<file path="src/rtl/uart_pkg.sv">
// Shared UART definitions: TX state encoding, frame width and baud-divider helpers.
package uart_pkg;

  typedef enum logic [1:0] {
    UART_TX_IDLE,
    UART_TX_START,
    UART_TX_DATA,
    UART_TX_STOP
  } uart_tx_state_e;

  localparam int unsigned UART_DATA_BITS = 8;

  // Clock cycles per bit; truncating, legal when the result is at least 2.
  function automatic int unsigned uart_div(input int unsigned clock_freq,
                                           input int unsigned baud_rate);
    return clock_freq / baud_rate;
  endfunction

  function automatic int unsigned uart_div_width(input int unsigned div);
    return (div < 2) ? 1 : $clog2(div);
  endfunction

endpackage

</file>
<file path="src/rtl/sync_fifo_8.sv">
// Single-clock byte FIFO with show-ahead read data, occupancy count and full/empty flags.
module sync_fifo_8 #(
  parameter int unsigned Depth = 16
) (
  input  logic                     clk_i,
  input  logic                     rst_ni,
  input  logic                     push_i,
  input  logic [7:0]               wdata_i,
  input  logic                     pop_i,
  output logic [7:0]               rdata_o,
  output logic                     full_o,
  output logic                     empty_o,
  output logic [$clog2(Depth):0]   count_o
);

  localparam int unsigned AddrW = $clog2(Depth);
  localparam int unsigned CntW  = AddrW + 1;
  localparam logic [CntW-1:0] DepthCnt = CntW'(Depth);

  logic [7:0]       mem_q [Depth];
  logic [AddrW-1:0] wr_ptr_q, wr_ptr_d;
  logic [AddrW-1:0] rd_ptr_q, rd_ptr_d;
  logic [CntW-1:0]  count_q, count_d;
  logic             push_ok, pop_ok;

  // Pushes into a full FIFO and pops from an empty one are dropped.
  assign push_ok = push_i && !full_o;
  assign pop_ok  = pop_i && !empty_o;

  assign full_o  = (count_q == DepthCnt);
  assign empty_o = (count_q == '0);
  assign count_o = count_q;
  assign rdata_o = mem_q[rd_ptr_q];

  always_comb begin
    wr_ptr_d = wr_ptr_q;
    rd_ptr_d = rd_ptr_q;
    count_d  = count_q;
    if (push_ok) begin
      wr_ptr_d = wr_ptr_q + 1'b1;
    end
    if (pop_ok) begin
      rd_ptr_d = rd_ptr_q + 1'b1;
    end
    unique case ({push_ok, pop_ok})
      2'b10:   count_d = count_q + 1'b1;
      2'b01:   count_d = count_q - 1'b1;
      default: count_d = count_q;
    endcase
  end

  always_ff @(posedge clk_i or negedge rst_ni) begin
    if (!rst_ni) begin
      wr_ptr_q <= '0;
      rd_ptr_q <= '0;
      count_q  <= '0;
    end else begin
      wr_ptr_q <= wr_ptr_d;
      rd_ptr_q <= rd_ptr_d;
      count_q  <= count_d;
    end
  end

  always_ff @(posedge clk_i) begin
    if (push_ok) begin
      mem_q[wr_ptr_q] <= wdata_i;
    end
  end

endmodule

</file>
<file path="src/rtl/uart_tx_buffered.sv">
// Buffered 8N1 UART transmitter: byte FIFO drained by a baud-timed start/data/stop shifter.
module uart_tx_buffered
  import uart_pkg::*;
#(
  parameter int unsigned CLOCK_FREQ = 12000000,
  parameter int unsigned BAUD_RATE  = 19200,
  parameter int unsigned FIFO_DEPTH = 16
) (
  input  logic                          clk,
  input  logic                          rst_n,
  input  logic [7:0]                    in_data,
  input  logic                          in_valid,
  output logic                          in_ready,
  output logic                          txd,
  output logic                          busy,
  output logic [$clog2(FIFO_DEPTH):0]   fifo_count
);

  localparam int unsigned Div  = uart_div(CLOCK_FREQ, BAUD_RATE);
  localparam int unsigned DivW = uart_div_width(Div);
  localparam int unsigned BitW = $clog2(UART_DATA_BITS);
  localparam logic [DivW-1:0] BaudMax = DivW'(Div - 1);
  localparam logic [BitW-1:0] BitLast = BitW'(UART_DATA_BITS - 1);

  uart_tx_state_e state_q, state_d;
  logic [DivW-1:0] baud_q, baud_d;
  logic [BitW-1:0] bit_q, bit_d;
  logic [7:0]      shift_q, shift_d;
  logic            txd_q, txd_d;

  logic       fifo_push, fifo_pop, fifo_full, fifo_empty;
  logic [7:0] fifo_rdata;
  logic       bit_end;

  assign fifo_push = in_valid && in_ready;
  assign in_ready  = !fifo_full;

  sync_fifo_8 #(
    .Depth (FIFO_DEPTH)
  ) u_fifo (
    .clk_i   (clk),
    .rst_ni  (rst_n),
    .push_i  (fifo_push),
    .wdata_i (in_data),
    .pop_i   (fifo_pop),
    .rdata_o (fifo_rdata),
    .full_o  (fifo_full),
    .empty_o (fifo_empty),
    .count_o (fifo_count)
  );

  assign bit_end = (baud_q == BaudMax);

  always_comb begin
    state_d  = state_q;
    bit_d    = bit_q;
    shift_d  = shift_q;
    fifo_pop = 1'b0;
    // Counter restarts at every bit boundary so bit lengths never accumulate error.
    baud_d   = (state_q == UART_TX_IDLE || bit_end) ? '0 : baud_q + 1'b1;

    unique case (state_q)
      UART_TX_IDLE: begin
        if (!fifo_empty) begin
          fifo_pop = 1'b1;
          shift_d  = fifo_rdata;
          state_d  = UART_TX_START;
        end
      end
      UART_TX_START: begin
        if (bit_end) begin
          bit_d   = '0;
          state_d = UART_TX_DATA;
        end
      end
      UART_TX_DATA: begin
        if (bit_end) begin
          if (bit_q == BitLast) begin
            state_d = UART_TX_STOP;
          end else begin
            bit_d = bit_q + 1'b1;
          end
        end
      end
      UART_TX_STOP: begin
        if (bit_end) begin
          if (!fifo_empty) begin
            fifo_pop = 1'b1;
            shift_d  = fifo_rdata;
            state_d  = UART_TX_START;
          end else begin
            state_d = UART_TX_IDLE;
          end
        end
      end
      default: state_d = UART_TX_IDLE;
    endcase

    // Line level follows the state being entered, so txd is a clean register output.
    case (state_d)
      UART_TX_START: txd_d = 1'b0;
      UART_TX_DATA:  txd_d = shift_d[bit_d];
      default:       txd_d = 1'b1;
    endcase
  end

  always_ff @(posedge clk or negedge rst_n) begin
    if (!rst_n) begin
      state_q <= UART_TX_IDLE;
      baud_q  <= '0;
      bit_q   <= '0;
      shift_q <= '0;
      txd_q   <= 1'b1;
    end else begin
      state_q <= state_d;
      baud_q  <= baud_d;
      bit_q   <= bit_d;
      shift_q <= shift_d;
      txd_q   <= txd_d;
    end
  end

  assign txd  = txd_q;
  assign busy = (state_q != UART_TX_IDLE) || (fifo_count != '0);

endmodule

</file>
<file path="config.mk">
export PLATFORM = sky130hd
export DESIGN_NAME = uart_tx_buffered
export DESIGN_NICKNAME = d
export VERILOG_FILES = /design/src/rtl/uart_pkg.sv /design/src/rtl/sync_fifo_8.sv /design/src/rtl/uart_tx_buffered.sv
export SDC_FILE = /design/constraint.sdc
export NUM_CORES = 1
export LEC_CHECK = 0
export BUFFER_PORTS_ARGS = -buffer_cell sky130_fd_sc_hd__clkbuf_2
export CAP_MARGIN = 20
export CORE_MARGIN = 1.5
export CORE_UTILIZATION = 55
export CTS_CLUSTER_DIAMETER = 200
export CTS_CLUSTER_SIZE = 25
export DETAILED_ROUTE_END_ITERATION = 8
export MAX_ROUTING_LAYER = met4
export PLACE_DENSITY_LB_ADDON = 0.1
export SLEW_MARGIN = 20
export SYNTH_ARGS = -nofsm -noshare
export SYNTH_HDL_FRONTEND = slang
export SYNTH_SLANG_ARGS = --single-unit
</file>
<file path="constraint.sdc">
create_clock -name clk -period 3.05 [get_ports clk]
set_clock_uncertainty 0.05 [all_clocks]
set_input_delay 0.305 -clock clk [delete_from_list [all_inputs] [get_ports clk]]
set_output_delay 0.305 -clock clk [all_outputs]
set_load 0.005 [all_outputs]
</file>
==> results_dict.tcl <==
set metrics [dict create \
    drv_slew 0 \
    synth.avg_cell_area_sq_um 16.7 \
    totalWireLength_um 13100 \
    finalHoldViolations 0 \
    leakage_uw 0.00295 \
    synth_fp_nets 446 \
    synth_top_flop_cell "edfxtp_1" \
    timing.fmax_mhz 358 \
    synth_seq_cells 165 \
    io_buffers 18 \
    final_cell_mix "edfxtp_1 (128), dfrtp_1 (35), nor2_1 (34)" \
    multi_input_area_sq_um 2050 \
    hold_class "primary input to flop" \
    ir_drop_mv 0.474 \
    io_pins 19 \
    min_path_cells 1 \
    endpoint_kind "flop" \
    start_util_pct 55.9 \
    ff_latch_area_sq_um 4770 \
    grt_pass1_vias 3770 \
    netlist.area_leader.share_pct 55.0 \
    status "finished clean" \
    maxCapViolations 0 \
    rsz0062_at_grt "no" \
    cts_max_level 4 \
    dr_total_vias 3762 \
    crit_required_ps 3310 \
    dieArea_sq_um 13400 \
    clkSlewWorstSetupHoldPaths_ps 60 \
    setup_viol 0 \
    worst-setup-path-type "flop to flop" \
    worstRegToRegCells 10 \
    synth-async-reset-ratio_pct 22.4 \
    initialDrtViolationCount 298 \
    grt_max_degree 38 \
    synth.distinct_cells 55 \
    path_max_fanout 6 \
    cts-root-buf "clkbuf_16" \
    clockBufferDepth 2 \
    worst_pin_slew_ps 941 \
    place.gp.congestion 0.871 \
    cts_setup_buffers 0 \
    hpwl_um 8780 \
    start_kind "flop" \
    slew_headroom_pct 37.3 \
    fin_nets 493 \
    cts_tree "done" \
    wire_per_inst_um 20.2 \
    die_w_um 116 \
    clk_latency_ps 430 \
    num_antenna_cells 0 \
    fin_crit_sh_pct 91.5 \
    yosys-mux-area-fraction_pct 12.1 \
    clock-sinks 165 \
    drcViolationCount 0 \
    pre_cts_ws_ps 172 \
    synth_top_cell_by_area "edfxtp_1" \
    area_growth_pct 13.9 \
    synthCells 418 \
    min_to "u_fifo.mem_q[4][3]$_DFFE_PP_" \
    fillers 938 \
    timing.rr.end "u_fifo.count_o[4]$_DFFE_PN0P_" \
    r2r_start "u_fifo.count_o[0]$_DFFE_PN0P_" \
    final_common_cell "edfxtp_1" \
    min_from "in_data[3]" \
    cts_buffers 17 \
    synth_edf_count 128 \
    setup_ws_ps 260 \
    grt_use_total_pct 22.3 \
    min_period_ps 2790 \
    grt_pass1_wl_um 20600 \
    antenna_found_initial 0 \
    yosys.area_share.simple_pct 6.71 \
    final_layout_size_suffix_gt1_share_pct 22.4 \
    core_sq_um 12500 \
    arrival_ps 3050 \
    ys_top_cells_by_area "edfxtp_1 (55%), dfrtp_1 (13%), mux4_2 (8.7%)" \
    rrSetupSlack_ps 260 \
    ys_warn_count 0 \
    synth_xor_area_share_pct 2.38 \
    die_h_um 116 \
    synth_compound_area_share_pct 4.90 \
    synth_top_family_by_area "multiplexers" \
    vias_per_cell 5.79 \
    ant_nets 0 \
    grt-ovfl-total 0 \
    p_per_area_nw_per_um2 927 \
    synth_fa_ha_area_share_pct 3.15 \
    placementRows 41 \
    yosysSeqAreaShare_pct 68.2 \
    syn-cell-area_sq_um 6990 \
    drtPass1Iterations 5 \
    tns_ps 0 \
]
[where the power goes]
part           leakage [uW]  switching (uW)  internal [uW]
Sequential          0.00163             278           2780
Combinational       0.00107            1230           1150
Clock              0.000255             835           1110
Total               0.00295            2340           5040
[critical path, stage by stage (launching register included)]
cell and delay, ps:
dfrtp_1 460, or4_1 580, nor2_1 150, nor3_1 90
ha_2 240, fa_1 420, a21o_1 170, a21oi_1 160
xor2_1 150, nor2_1 60, xor2_1 140
[sequential cells by signal, indices dropped and copies added (netlist names)]
name,flops
bit_q,3
baud_q,10
state_q,2
shift_q,8
u_fifo.wr_ptr_q,4
u_fifo.count_o,5
txd,1
u_fifo.rd_ptr_q,4
u_fifo.mem_q,128
[per-layer routing]
layer	global-route usage, %	share of wire (%)	vias to the layer above
met1	31.0	46	1940
li1	-	-	1725
met2	33.1	49	79
met5	-	0	-
met3	5.18	3.5	18
met4	7.07	1.5	0
[kinds of logic after synthesis]
kind of cell	count (synthesis)
buffers and inverters	34
adders and majority gates	17
and+or+nand+nor	99
xor gates and xnor gates	19
DFF	165
AOI/OAI and AO/OA	45
muxes	39
[Yosys cell counts, types with 2 or more instances]
| master | number |
|---|---|
| inv_1 | 16 |
| nor4_1 | 2 |
| mux2i_1 | 2 |
| buf_6 | 3 |
| mux2_2 | 3 |
| xor2_1 | 9 |
| nand4_1 | 3 |
| mux4_2 | 27 |
| a21oi_1 | 3 |
| nor2b_1 | 2 |
| buf_4 | 2 |
| a41oi_1 | 2 |
| and2_1 | 2 |
| and3_1 | 3 |
| nor3_1 | 8 |
| xnor2_1 | 10 |
| o21ai_0 | 5 |
| a22o_1 | 7 |
| buf_2 | 3 |
| nand2b_1 | 4 |
| clkbuf_1 | 8 |
| nand2_1 | 25 |
| mux4_1 | 7 |
| dfrtp_1 | 36 |
| edfxtp_1 | 128 |
| ha_1 | 16 |
| a31oi_1 | 3 |
| nor2_1 | 34 |
| a21o_1 | 2 |
| nand3_1 | 8 |
| a22oi_1 | 11 |
[layout make-up]
class	instances	area share, %
multi-input cells	219	25.8
well taps	172	2.70
inverters	16	0.754
clock inverters	14	1.37
repair buffers	46	4.11
clock buffers	18	5.39
flip-flops and latches	165	59.9
[worst max path at each step]
stage                             startpoint                            end  slack [ps]  cells after the start
2_1_floorplan            baud_q[0]$_DFF_PN0_  u_fifo.count_o[4]$_DFFE_PN0P_          20                     13
3_3_place_gp   u_fifo.count_o[0]$_DFFE_PN0P_  u_fifo.count_o[4]$_DFFE_PN0P_         240                     10
3_5_place_dp             baud_q[2]$_DFF_PN0_  u_fifo.count_o[4]$_DFFE_PN0P_         170                     10
4_1_cts        u_fifo.count_o[0]$_DFFE_PN0P_  u_fifo.count_o[4]$_DFFE_PN0P_         190                     10
5_1_grt                  baud_q[2]$_DFF_PN0_  u_fifo.count_o[4]$_DFFE_PN0P_          40                     10
6_report       u_fifo.count_o[0]$_DFFE_PN0P_  u_fifo.count_o[4]$_DFFE_PN0P_         260                     10
[stage by stage]
step	area, sq um	hold WS [ps]	instances	utilization (%)	total power, uW
after CTS	7960	239	650	63.6	7440
final	7970	251	650	63.6	7380
after global routing	7970	265	650	63.6	7810
after floorplan	6990	-40.6	418	-	4810
after global placement	7410	423	617	59.2	5420
after detailed placement	7410	427	617	59.2	5480
[what timing repair did]
action                     in CTS  in global routing
setup endpoints to repair       0                  1
hold buffers                    1                  0
resized for setup               0                  2
hold endpoints to repair       26                  0
No activity file was read; power rests on OpenSTA's default activity.
